<file path="config.mk">
export PLATFORM = sky130hd
export DESIGN_NAME = port_rr_arbiter
export DESIGN_NICKNAME = d
export VERILOG_FILES = /design/src/rtl/router_pkg.sv /design/src/rtl/port_rr_arbiter_rr_pick.sv /design/src/rtl/port_rr_arbiter.sv
export SDC_FILE = /design/constraint.sdc
export NUM_CORES = 1
export LEC_CHECK = 0
export ABC_CLOCK_PERIOD_IN_PS = 2100
export CAP_MARGIN = 20
export CORE_MARGIN = 2
export CORE_UTILIZATION = 37
export CTS_CLUSTER_DIAMETER = 80
export CTS_CLUSTER_SIZE = 10
export DETAILED_ROUTE_END_ITERATION = 10
export PLACE_DENSITY_LB_ADDON = 0.2
export RECOVER_POWER = 100
export SLEW_MARGIN = 30
export SYNTH_ARGS = -nofsm -noshare
export SYNTH_HDL_FRONTEND = slang
export SYNTH_SLANG_ARGS = --single-unit
</file>
<file path="constraint.sdc">
create_clock -name clk -period 2.1 [get_ports clk]
set_clock_uncertainty 0.05 [all_clocks]
set_input_delay 0.315 -clock clk [delete_from_list [all_inputs] [get_ports clk]]
set_output_delay 0.315 -clock clk [all_outputs]
set_load 0.02 [all_outputs]
</file>
<file path="src/rtl/router_pkg.sv">
// router_pkg: shared packet geometry and requester indices for router port logic
package router_pkg;
  localparam int PKT_W = 16;
  localparam int DX_HI = 15;
  localparam int DX_LO = 12;
  localparam int DY_HI = 11;
  localparam int DY_LO = 8;
  localparam int PL_HI = 7;
  localparam int PL_LO = 0;
  localparam int REQ_LOCAL = 0;
  localparam int REQ_EAST  = 1;
  localparam int REQ_WEST  = 2;
  localparam int REQ_SOUTH = 3;
endpackage

</file>
<file path="src/rtl/port_rr_arbiter_rr_pick.sv">
// rr_pick: combinational rotating priority encoder, first valid request at or after ptr wins
module rr_pick #(
  parameter int N = 4,
  localparam int IW = $clog2(N)
) (
  input  logic [N-1:0]  req,
  input  logic [IW-1:0] ptr,
  output logic [N-1:0]  grant,
  output logic [IW-1:0] idx,
  output logic          any
);
  always_comb begin
    idx = '0;
    any = |req;
    // scan farthest-first so the nearest valid requester from ptr overwrites last
    for (int k = N - 1; k >= 0; k--)
      if (req[(int'(ptr) + k) % N]) idx = IW'((int'(ptr) + k) % N);
    grant = any ? N'(1) << idx : '0;
  end
endmodule

</file>
<file path="src/rtl/port_rr_arbiter.sv">
// port_rr_arbiter: round-robin share of one output port into a registered valid/ready stage
// PORT_RR_ARBITER_DY_DECR_EN: decrement (saturating) the dy field of each packet on load
module port_rr_arbiter
  import router_pkg::*;
#(
  parameter int NUM_REQ = 4,
  parameter int PW = PKT_W,
  localparam int SW = $clog2(NUM_REQ)
) (
  input  logic                  clk,
  input  logic                  rst,
  input  logic [NUM_REQ-1:0]    req_valid,
  input  logic [NUM_REQ*PW-1:0] req_packet,
  output logic [NUM_REQ-1:0]    req_ready,
  output logic                  out_valid,
  output logic [PW-1:0]         out_packet,
  input  logic                  out_ready,
  output logic [SW-1:0]         out_src
);
  logic [SW-1:0]      rr_ptr;
  logic [NUM_REQ-1:0] grant;
  logic [SW-1:0]      idx;
  logic               any;
  logic               can_load;
  logic               load;
  logic [PW-1:0]      pkt_sel;
  logic [PW-1:0]      pkt_in;

  rr_pick #(.N(NUM_REQ)) u_pick (
    .req(req_valid),
    .ptr(rr_ptr),
    .grant(grant),
    .idx(idx),
    .any(any)
  );

  assign can_load  = !out_valid | out_ready;
  assign load      = any & can_load;
  assign req_ready = rst ? '0 : grant & {NUM_REQ{can_load}};
  assign pkt_sel   = req_packet[idx*PW +: PW];

`ifdef PORT_RR_ARBITER_DY_DECR_EN
  logic [DY_HI-DY_LO:0] dy;
  assign dy     = pkt_sel[DY_HI:DY_LO];
  assign pkt_in = {pkt_sel[DX_HI:DX_LO], dy == '0 ? dy : dy - 1'b1, pkt_sel[PL_HI:PL_LO]};
`else
  assign pkt_in = pkt_sel;
`endif

  always_ff @(posedge clk or posedge rst)
    if (rst) begin
      out_valid  <= 1'b0;
      out_packet <= '0;
      out_src    <= '0;
      rr_ptr     <= '0;
    end else if (load) begin
      out_valid  <= 1'b1;
      out_packet <= pkt_in;
      out_src    <= idx;
      rr_ptr     <= idx == SW'(NUM_REQ - 1) ? '0 : idx + 1'b1;
    end else if (out_ready) begin
      out_valid  <= 1'b0;
    end
endmodule

</file>
# Word-level counts from Yosys, hierarchy flattened
# Cells that the tools add are included.
[totals]
reg_bits = 21
in_bits = 71
elab_cells = 47
[classes]
add_sub_neg = 4
magnitude_cmp = 4
n_eq_ne = 1
shifts = 2
muxes = 20
n_bitwise = 6
reduce_logical = 6
[ops]
columns = ["cell", "n"]
rows = [
  ["variable part select 64 x 7 -> 16 bit", 1],
  ["< comparator 3 x 4 -> 1 bit (second input constant)", 3],
  ["2-to-1 mux 2 bit", 5],
  ["2-to-1 mux 1 bit", 9],
  ["binary-select mux 1 bit (select 2 bit)", 4],
  ["2-to-1 mux 4 bit", 2],
  ["OR reduction 2 bit", 3],
  ["adder 2 x 1 -> 2 bit (second input constant)", 2],
  ["adder 2 bit (second input constant)", 2],
  ["AND 4 bit", 1],
  ["OR reduction 4 bit", 1],
  ["<< shifter 1 x 2 -> 4 bit (first input constant)", 1],
  ["AND 1 bit (first input constant)", 3],
  ["< comparator 2 x 3 -> 1 bit (second input constant)", 1],
  ["== test 2 bit (second input constant)", 1],
  ["nonzero test 2 bit", 1],
  ["AND 1 bit", 1],
  ["zero test 1 bit", 1],
  ["bitwise OR 1 bit", 1],
]

# Depth between registers and ports, before layout
# Gate-level depths: netlist of run 1.
[logic_depth]
word_depth = 14
ltp_mapped = 9
mapped_depth_nobuf = 7

# Hierarchy
# From an unflattened synthesis of run 1, not the netlist that was laid out.
[unflattened]
cells_unflattened = 106
area_unflattened_um2 = 1463.9
[by_module_without_submodules]
columns = ["mod", "instances", "cells_each", "area_per_inst_um2"]
rows = [
  ["port_rr_arbiter", 1, 73, 1252.5],
  ["rr_pick", 1, 33, 211.5],
]

# Worst setup path after synthesis of run 1
# Ideal clock, no wire load.
[synth_timing]
kind = "flip-flop to output port"
start = "register rr_ptr[1]"
end = "output req_ready[1]"
t_arrival_ps = 1950
t_required_ps = 1735
slack_ps = -215
stages_incl_launch_ff = 8
n_path_buf = 3
cell_sequence = "dfrtp_1 > buf_6 > mux2_4 > nand2_2 > nand2_4 > buf_12 > buf_12 > nor4_1"
[synth_via]
elab_chain_len = 12
[synth_lines]
columns = ["element", "line_no", "text"]
rows = [
  ["start: declaration", "port_rr_arbiter.sv:20", "logic [SW-1:0] rr_ptr;"],
  ["start signal: assignment", "port_rr_arbiter.sv:60", "rr_ptr <= idx == SW'(NUM_REQ - 1) ? '0 : idx + 1'b1;"],
  ["adder 2 bit", "port_rr_arbiter_rr_pick.sv:17", "if (req[(int'(ptr) + k) % N]) idx = IW'((int'(ptr) + k) % N);"],
  ["binary-select mux 1 bit (select 2 bit)", "port_rr_arbiter_rr_pick.sv:17", ""],
  ["2-to-1 mux 1 bit (implied by the code) (2 in a row)", "port_rr_arbiter_rr_pick.sv:17", ""],
  ["2-to-1 mux 2 bit (3 in a row)", "port_rr_arbiter_rr_pick.sv:17", ""],
  ["2-to-1 mux 2 bit (*)", "port_rr_arbiter_rr_pick.sv:17", ""],
  ["<< shifter 1 x 2 -> 4 bit (*)", "port_rr_arbiter_rr_pick.sv:18", "grant = any ? N'(1) << idx : '0;"],
  ["2-to-1 mux 4 bit (*)", "port_rr_arbiter_rr_pick.sv:18", ""],
  ["AND 4 bit (*)", "port_rr_arbiter.sv:39", "assign req_ready = rst ? '0 : grant & {NUM_REQ{can_load}};"],
  ["2-to-1 mux 4 bit (*)", "port_rr_arbiter.sv:39", ""],
  ["end: declaration", "port_rr_arbiter.sv:14", "output logic [NUM_REQ-1:0] req_ready,"],
]
# Mark *: on every way between the ends. The rest lies on a longest branch, timed or not. The select of a mux whose other input is x is not followed.

# Worst setup path after layout of run 1
# Same ends and word-level chain as after synthesis.

==> results of run 1 <==
-- per-stage QoR --
stage | worst slack (ns) | power, mW
after floorplan | 0.0115 | 1.35
after global placement | -0.552 | 1.90
after detailed placement | -0.601 | 1.91
after CTS | 0.000874 | 2.17
after global routing | -0.0758 | 2.33
final | 0.0224 | 2.19
-- logic make-up (layout without fill, tap and decap cells) --
| kind of cell | after synthesis | count (layout) | synth area share |
|---|---|---|---|
| AND/OR/NAND/NOR | 33 | 33 | 0.106 |
| adder cells (fa/ha/maj) | 1 | 1 | 0.00849 |
| buffers and inverters | 15 | 127 | 0.0756 |
| flip-flops | 21 | 21 | 0.357 |
| multiplexers | 17 | 17 | 0.119 |
| AO/OA/AOI/OAI | 59 | 59 | 0.334 |
-- worst max-delay path, cell delays in order, from the launching register on --
cell and delay (ns):
dfrtp_2 0.45, mux2_4 0.32, nand2_4 0.08, nand2_4 0.06, buf_4 0.14, nor4_2 0.23
buf_4 0.19
-- timing repair --
item	CTS	global route
endpoints found under the setup margin	20	3
hold endpoints to repair	0	0
setup buffers	0	2
pin swaps	0	3
resized for setup	24	10
-- where the power goes --
part           internal, mW  switching (mW)
Sequential            0.542          0.0829
Clock                 0.135           0.127
Combinational         0.670           0.629
-- registers in the layout, summed over array words and instances, names as in the netlist --
signal,flops
out_packet,16
out_src,2
out_valid,1
rr_ptr,2
-- final timing paths --
check,from,end,slack [ns]
min in group asynchronous,rst,out_packet[10],0.56
min reg2reg,out_src[0],out_src[0],0.44
max in group asynchronous,rst,rr_ptr[1],0.45
min,req_valid[1],out_valid,0.42
max,rr_ptr[1],req_ready[1],0.02
max reg2reg,rr_ptr[1],out_packet[1],0.29
-- cell usage after synthesis (all sizes together), types with 2 or more instances --
| cell | instances |
|---|---|
| clkbuf | 4 |
| nand2 | 10 |
| dfrtp | 21 |
| buf | 6 |
| a21o | 2 |
| mux2i | 16 |
| a211oi | 32 |
| nor4 | 3 |
| a21oi | 4 |
| a21boi | 17 |
| inv | 5 |
| nor2 | 18 |
-- metal layers --
layer	track usage	up-vias	routed length, µm
met5	0	-	0
met4	0.0612	0	42
met3	0.0591	4	254
met2	0.339	49	2150
met1	0.273	710	1980
li1	-	781	-
-- area by class of cell --
cell class / instances / area share
timing repair buffer: 118 / 0.422
multi-input combinational: 110 / 0.331
sequential: 21 / 0.199
tap: 48 / 0.0227
clock buffer: 4 / 0.0170
inverter: 5 / 0.00803
==> results.py, run 1 <==
metrics = {
    "sta": {
        "slew_violations": 0,
        "relSlewSlack": 0.348,
        "hold_viol_final": 0,
        "tightest_slew_ns": 0.977,
        "max_freq_ghz": 0.481,
        "fin_setup_tns_ns": 0,
        "hold-worst-slack_ns": 0.417,
        "fin_crit_ns": 2.08,
        "min_period_over_period": 0.989,
        "rsz0062_at_grt": "yes",
        "finalSetupViolations": 0,
    },
    "clock_network": {
        "clockBufferDepth": 2,
        "htree_levels": 1,
        "clk_latency_ns": 0.25,
        "cts_tree": "built",
        "path_clk_slew_ns": 0.07,
        "cts_sinks": 21,
        "ctsRootBufferMaster": "clkbuf_8",
        "holdBufCountCts": 0,
        "cts-buffers-inserted": 3,
    },
    "synthesis": {
        "yosysWarnings": 0,
        "yosysTopAreaCell": "dfrtp_1",
        "synth_flop_cell": "dfrtp_1",
        "syn_nets": 218,
        "synth_top_area_share": 0.357,
        "synth-seq-cells": 21,
        "synth_cells": 146,
        "synthArstFlopShare": 1.00,
        "syn_area_per_cell_um2": 10.1,
        "syn-cell-area_um2": 1470,
        "synthTopCellsByArea": "dfrtp_1, a211oi_1, mux2i_1",
        "synth_edf_count": 0,
        "ys_seq_area_frac": 0.357,
        "ys_types": 31,
    },
    "route": {
        "drt_iter0_markers": 43,
        "wl_per_cell_um": 14.5,
        "via_per_inst": 5.05,
        "drcViolationCount": 0,
        "totalWireLength_mm": 4.43,
        "via_count": 1544,
        "ant_nets": 0,
        "dr.pass1.iters": 4,
    },
    "cells_and_area": {
        "final_common_cell": "clkdlybuf4s50_1",
        "seq_area_um2": 527,
        "final_cell_mix": "clkdlybuf4s50_1, a211oi_1, buf_4",
        "drive_gt1_frac": 0.217,
        "final_cell_count_no_fill": 306,
        "design_area_um2": 2650,
        "syn_to_final_growth_pct": 79.9,
        "multi_input_area_um2": 878,
        "final_core_util": 0.708,
        "nets": 331,
        "fillCellCount": 319,
        "num_antenna_cells": 0,
    },
    "power": {
        "leakagePower_nw": 1.09,
        "peakVddDrop_mv": 0.409,
        "power.density_nw_per_um2": 825,
    },
    "die": {
        "initial_core_util": 0.393,
        "fp.coreArea_um2": 3740,
        "die-height_um": 67.1,
        "io_pins": 94,
        "core.rowCount": 22,
        "die_area_um2": 4500,
        "dieWidth_um": 67.1,
    },
    "global_route": {
        "antenna_found_initial": 0,
        "grt_pass1_wl_mm": 7.18,
        "grt_pass1_vias": 1528,
        "grt_use_total": 0.211,
        "grt_start_max_net_pins": 21,
        "grt_overflow": 0,
    },
    "placement": {
        "dp_hpwl_mm": 3.44,
        "port_buffers": 93,
        "dp.cells": 300,
        "post_dp_cell_area_um2": 2590,
        "place_congestion": 0.779,
    },
    "setup_path": {
        "cp_max_fo": 5,
        "reg2reg_depth": 8,
        "worst_ep_arrival_time_ns": 1.71,
        "cp-end-kind": "output pin",
        "required_ns": 1.74,
        "path_class": "reg2out",
        "start_kind": "flip-flop",
    },
    "flow_run": {
        "drv_cap": 0,
    },
    "worst_hold_path": {
        "hold_class": "in2reg",
        "holdPathStages": 4,
    },
    "run_status": {
        "outcome": "completed",
    },
}
Note: power is estimated with default switching activity, not from simulation.
==> inputs of run 2 (changes only) <==
--- a/config.mk
+++ b/config.mk
@@ -5,10 +5,11 @@
 export SDC_FILE = /design/constraint.sdc
 export NUM_CORES = 1
 export LEC_CHECK = 0
+export ABC_AREA = 1
 export ABC_CLOCK_PERIOD_IN_PS = 2100
 export CAP_MARGIN = 20
 export CORE_MARGIN = 2
-export CORE_UTILIZATION = 37
+export CORE_UTILIZATION = 41
 export CTS_CLUSTER_DIAMETER = 80
 export CTS_CLUSTER_SIZE = 10
 export DETAILED_ROUTE_END_ITERATION = 10
==> results.py, run 2 <==
metrics = {
    "worst_hold_path": {
        "hold_class": "reg2reg",
    },
    "synthesis": {
        "synth_mux_area_frac": 0,
        "synth-seq-cells": 21,
        "synth_compound_area_frac": 0.0228,
        "synth_flop_cell": "dfrtp_1",
        "yosysWarnings": 0,
        "yosysTopAreaCell": "dfrtp_1",
        "synth_fa_ha_area_frac": 0.00670,
        "ys_seq_area_frac": 0.282,
        "yosysMostFrequentCell": "nand2_1",
        "ys_top_cells_by_count": "nand2_1, inv_1, nand3_1",
        "ys_types": 21,
        "syn-cell-area_um2": 1870,
        "synthTopCellsByArea": "dfrtp_1, nand2_1, nand3_1",
        "synth_cells": 326,
        "synth_top_family_by_area": "simple AND/OR/NAND/NOR gates",
        "synth-simple-area-share": 0.474,
        "synth_edf_count": 0,
        "synthXorXnorAreaFrac": 0,
        "synth_top_area_share": 0.282,
        "synthArstFlopShare": 1.00,
        "syn_area_per_cell_um2": 5.73,
        "syn_nets": 398,
    },
    "placement": {
        "place_congestion": 0.823,
        "dp_hpwl_mm": 4.09,
        "port_buffers": 93,
        "dp.cells": 471,
        "dpl_worst_slack_ns": -0.661,
    },
    "setup_path": {
        "worst_ep_arrival_time_ns": 1.89,
        "reg2reg_slack_ns": 0.02,
        "cp_top_family": "simple AND/OR/NAND/NOR gates",
        "slowest_delay_ns": 0.43,
        "crit_buf_inv": 2,
        "required_ns": 1.74,
        "cp_max_fo": 10,
        "slowest_stage": "dfrtp_1",
        "path_cells": "buf_12, o21ai_1, nand2_2, nand3_4, nand3_2, nand2_4, ha_1, nand2_1, nor2_1, buf_4",
        "cp-end-kind": "output pin",
        "start_kind": "flip-flop",
        "path_class": "reg2out",
    },
    "route": {
        "ant_nets": 0,
        "via_count": 2254,
        "dr.pass1.iters": 6,
        "via_per_inst": 4.73,
        "totalWireLength_mm": 5.36,
        "wl_per_cell_um": 11.2,
        "drt_iter0_markers": 134,
        "drcViolationCount": 0,
    },
    "die": {
        "core.rowCount": 24,
        "dieWidth_um": 71.5,
        "initial_core_util": 0.426,
        "io_pins": 94,
        "fp.coreArea_um2": 4380,
        "die_area_um2": 5110,
        "die-height_um": 71.5,
    },
    "sta": {
        "postLayoutSetupSlackWorst_ns": -0.155,
        "max_freq_ghz": 0.443,
        "fin_setup_tns_ns": -0.514,
        "min_period_over_period": 1.07,
        "slew_violations": 0,
        "tightest_slew_ns": 1.13,
        "hold_viol_final": 0,
        "fin_crit_ns": 2.26,
        "finalSetupViolations": 4,
        "rsz0062_at_grt": "yes",
        "relSlewSlack": 0.245,
    },
    "power": {
        "power.density_nw_per_um2": 1470,
        "peakVddDrop_mv": 0.623,
        "leakagePower_nw": 1.70,
    },
    "global_route": {
        "antenna_found_initial": 0,
        "grt_pass1_vias": 2043,
        "grt_use_total": 0.214,
        "grt_pass1_wl_mm": 9.07,
        "grt_overflow": 0,
        "grt_start_max_net_pins": 33,
    },
    "cells_and_area": {
        "syn_to_final_growth_pct": 59.9,
        "final_cell_mix": "nand2_1, inv_1, nand3_1",
        "num_antenna_cells": 0,
        "largestRegisters": "out_packet (16), out_src (2), rr_ptr (2)",
        "final_common_cell": "nand2_1",
        "largest_register": "out_packet",
        "largest_reg_flops": 16,
        "drive_gt1_frac": 0.115,
        "final_cell_count_no_fill": 477,
        "nets": 498,
    },
    "clock_network": {
        "path_clk_slew_ns": 0.07,
        "cts_tree": "built",
        "clk_latency_ns": 0.26,
        "htree_levels": 1,
        "clockBufferDepth": 2,
        "cts-buffers-inserted": 3,
        "ctsRootBufferMaster": "clkbuf_8",
        "cts_sinks": 21,
    },
    "run_status": {
        "outcome": "finished, violations left",
        "violations": "setup timing",
    },
    "flow_run": {
        "drv_cap": 0,
    },
}
==> run 2: cell types whose count changed after synthesis, moves of 5 or more <==
cell,delta
nand2_1,+112
nand3_1,+71
inv_1,+69
a211oi_1,-25
mux2i_1,-16
a21boi_0,-14
nor2_1,-13
a211oi_2,-7
buf_2,+5
==> run 2: cell type report <==
class / count / area, µm²
Tap cell: 52 / 65.1
Fill cell: 421 / 1400
Multi-Input combinational cell: 212 / 996
Timing Repair Buffer: 111 / 1060
Clock buffer: 4 / 45.0
Inverter: 77 / 289
Sequential cell: 21 / 527
==> run 2: final timing paths <==
kind,startpoint,end,depth (start not counted)
max,rr_ptr[0],req_ready[3],10
min,out_packet[6],out_packet[6],2
max reg2reg,rr_ptr[0],out_packet[1],12
min reg2reg,out_packet[6],out_packet[6],2
max in group asynchronous,rst,rr_ptr[1],3
min in group asynchronous,rst,out_valid,3
==> run 2: power breakdown <==
| part | leakage, nW | internal (mW) | switching [mW] | total, mW |
|---|---|---|---|---|
| sequential | 0.252 | 0.607 | 0.127 | 0.734 |
| combinational | 1.42 | 1.35 | 2.05 | 3.41 |
| clock | 0.0228 | 0.135 | 0.127 | 0.262 |
| total | 1.70 | 2.09 | 2.31 | 4.40 |
==> run 2: layer usage <==
| metal | GRT usage | vias up | share of wire |
|---|---|---|---|
| met5 | 0 | - | 0 |
| met2 | 0.354 | 83 | 0.46 |
| met3 | 0.0309 | 4 | 0.063 |
| met1 | 0.302 | 992 | 0.47 |
| li1 | - | 1175 | - |
| met4 | 0.0398 | 0 | 0.0063 |
==> run 2: through the flow <==
stage	power (mW)	util	hold WS, ns	cell area (µm²)
after detailed placement	4.03	0.658	0.417	2890
after floorplan	3.04	-	0.250	1870
after CTS	4.39	0.675	0.408	2960
final	4.40	0.681	0.432	2990
after global placement	3.98	0.658	0.412	2890
after global routing	4.85	0.681	0.455	2990
==> run 2: kinds of logic (layout without fill, tap and decap cells) <==
kind of cell	Yosys count	count (layout)
compound gates	8	8
fa+ha+maj	1	1
buf+inv	93	192
flops	21	21
simple gates	203	203
==> run 2: timing repair <==
action,4_1_cts,5_1_grt
pin swaps,1,2
hold buffers,0,0
resized for setup,35,7
hold endpoints to repair,0,0
setup endpoints to repair,7,20
buffers inserted,2,1
==> run 2: worst min-delay path: stages, from the launching register on <==
cell and delay, ns:
dfrtp_1 0.34, nand2_1 0.06, nand2_1 0.05
==> inputs of run 3 (changes only) <==
--- a/config.mk
+++ b/config.mk
@@ -7,7 +7,7 @@
 export LEC_CHECK = 0
 export ABC_AREA = 1
 export ABC_CLOCK_PERIOD_IN_PS = 2100
-export CAP_MARGIN = 20
+export CAP_MARGIN = 10
 export CORE_MARGIN = 2
 export CORE_UTILIZATION = 41
 export CTS_CLUSTER_DIAMETER = 80
==> results of run 3 <==
Same layout as run 2: the final DEF is identical, and so are final timing and power.
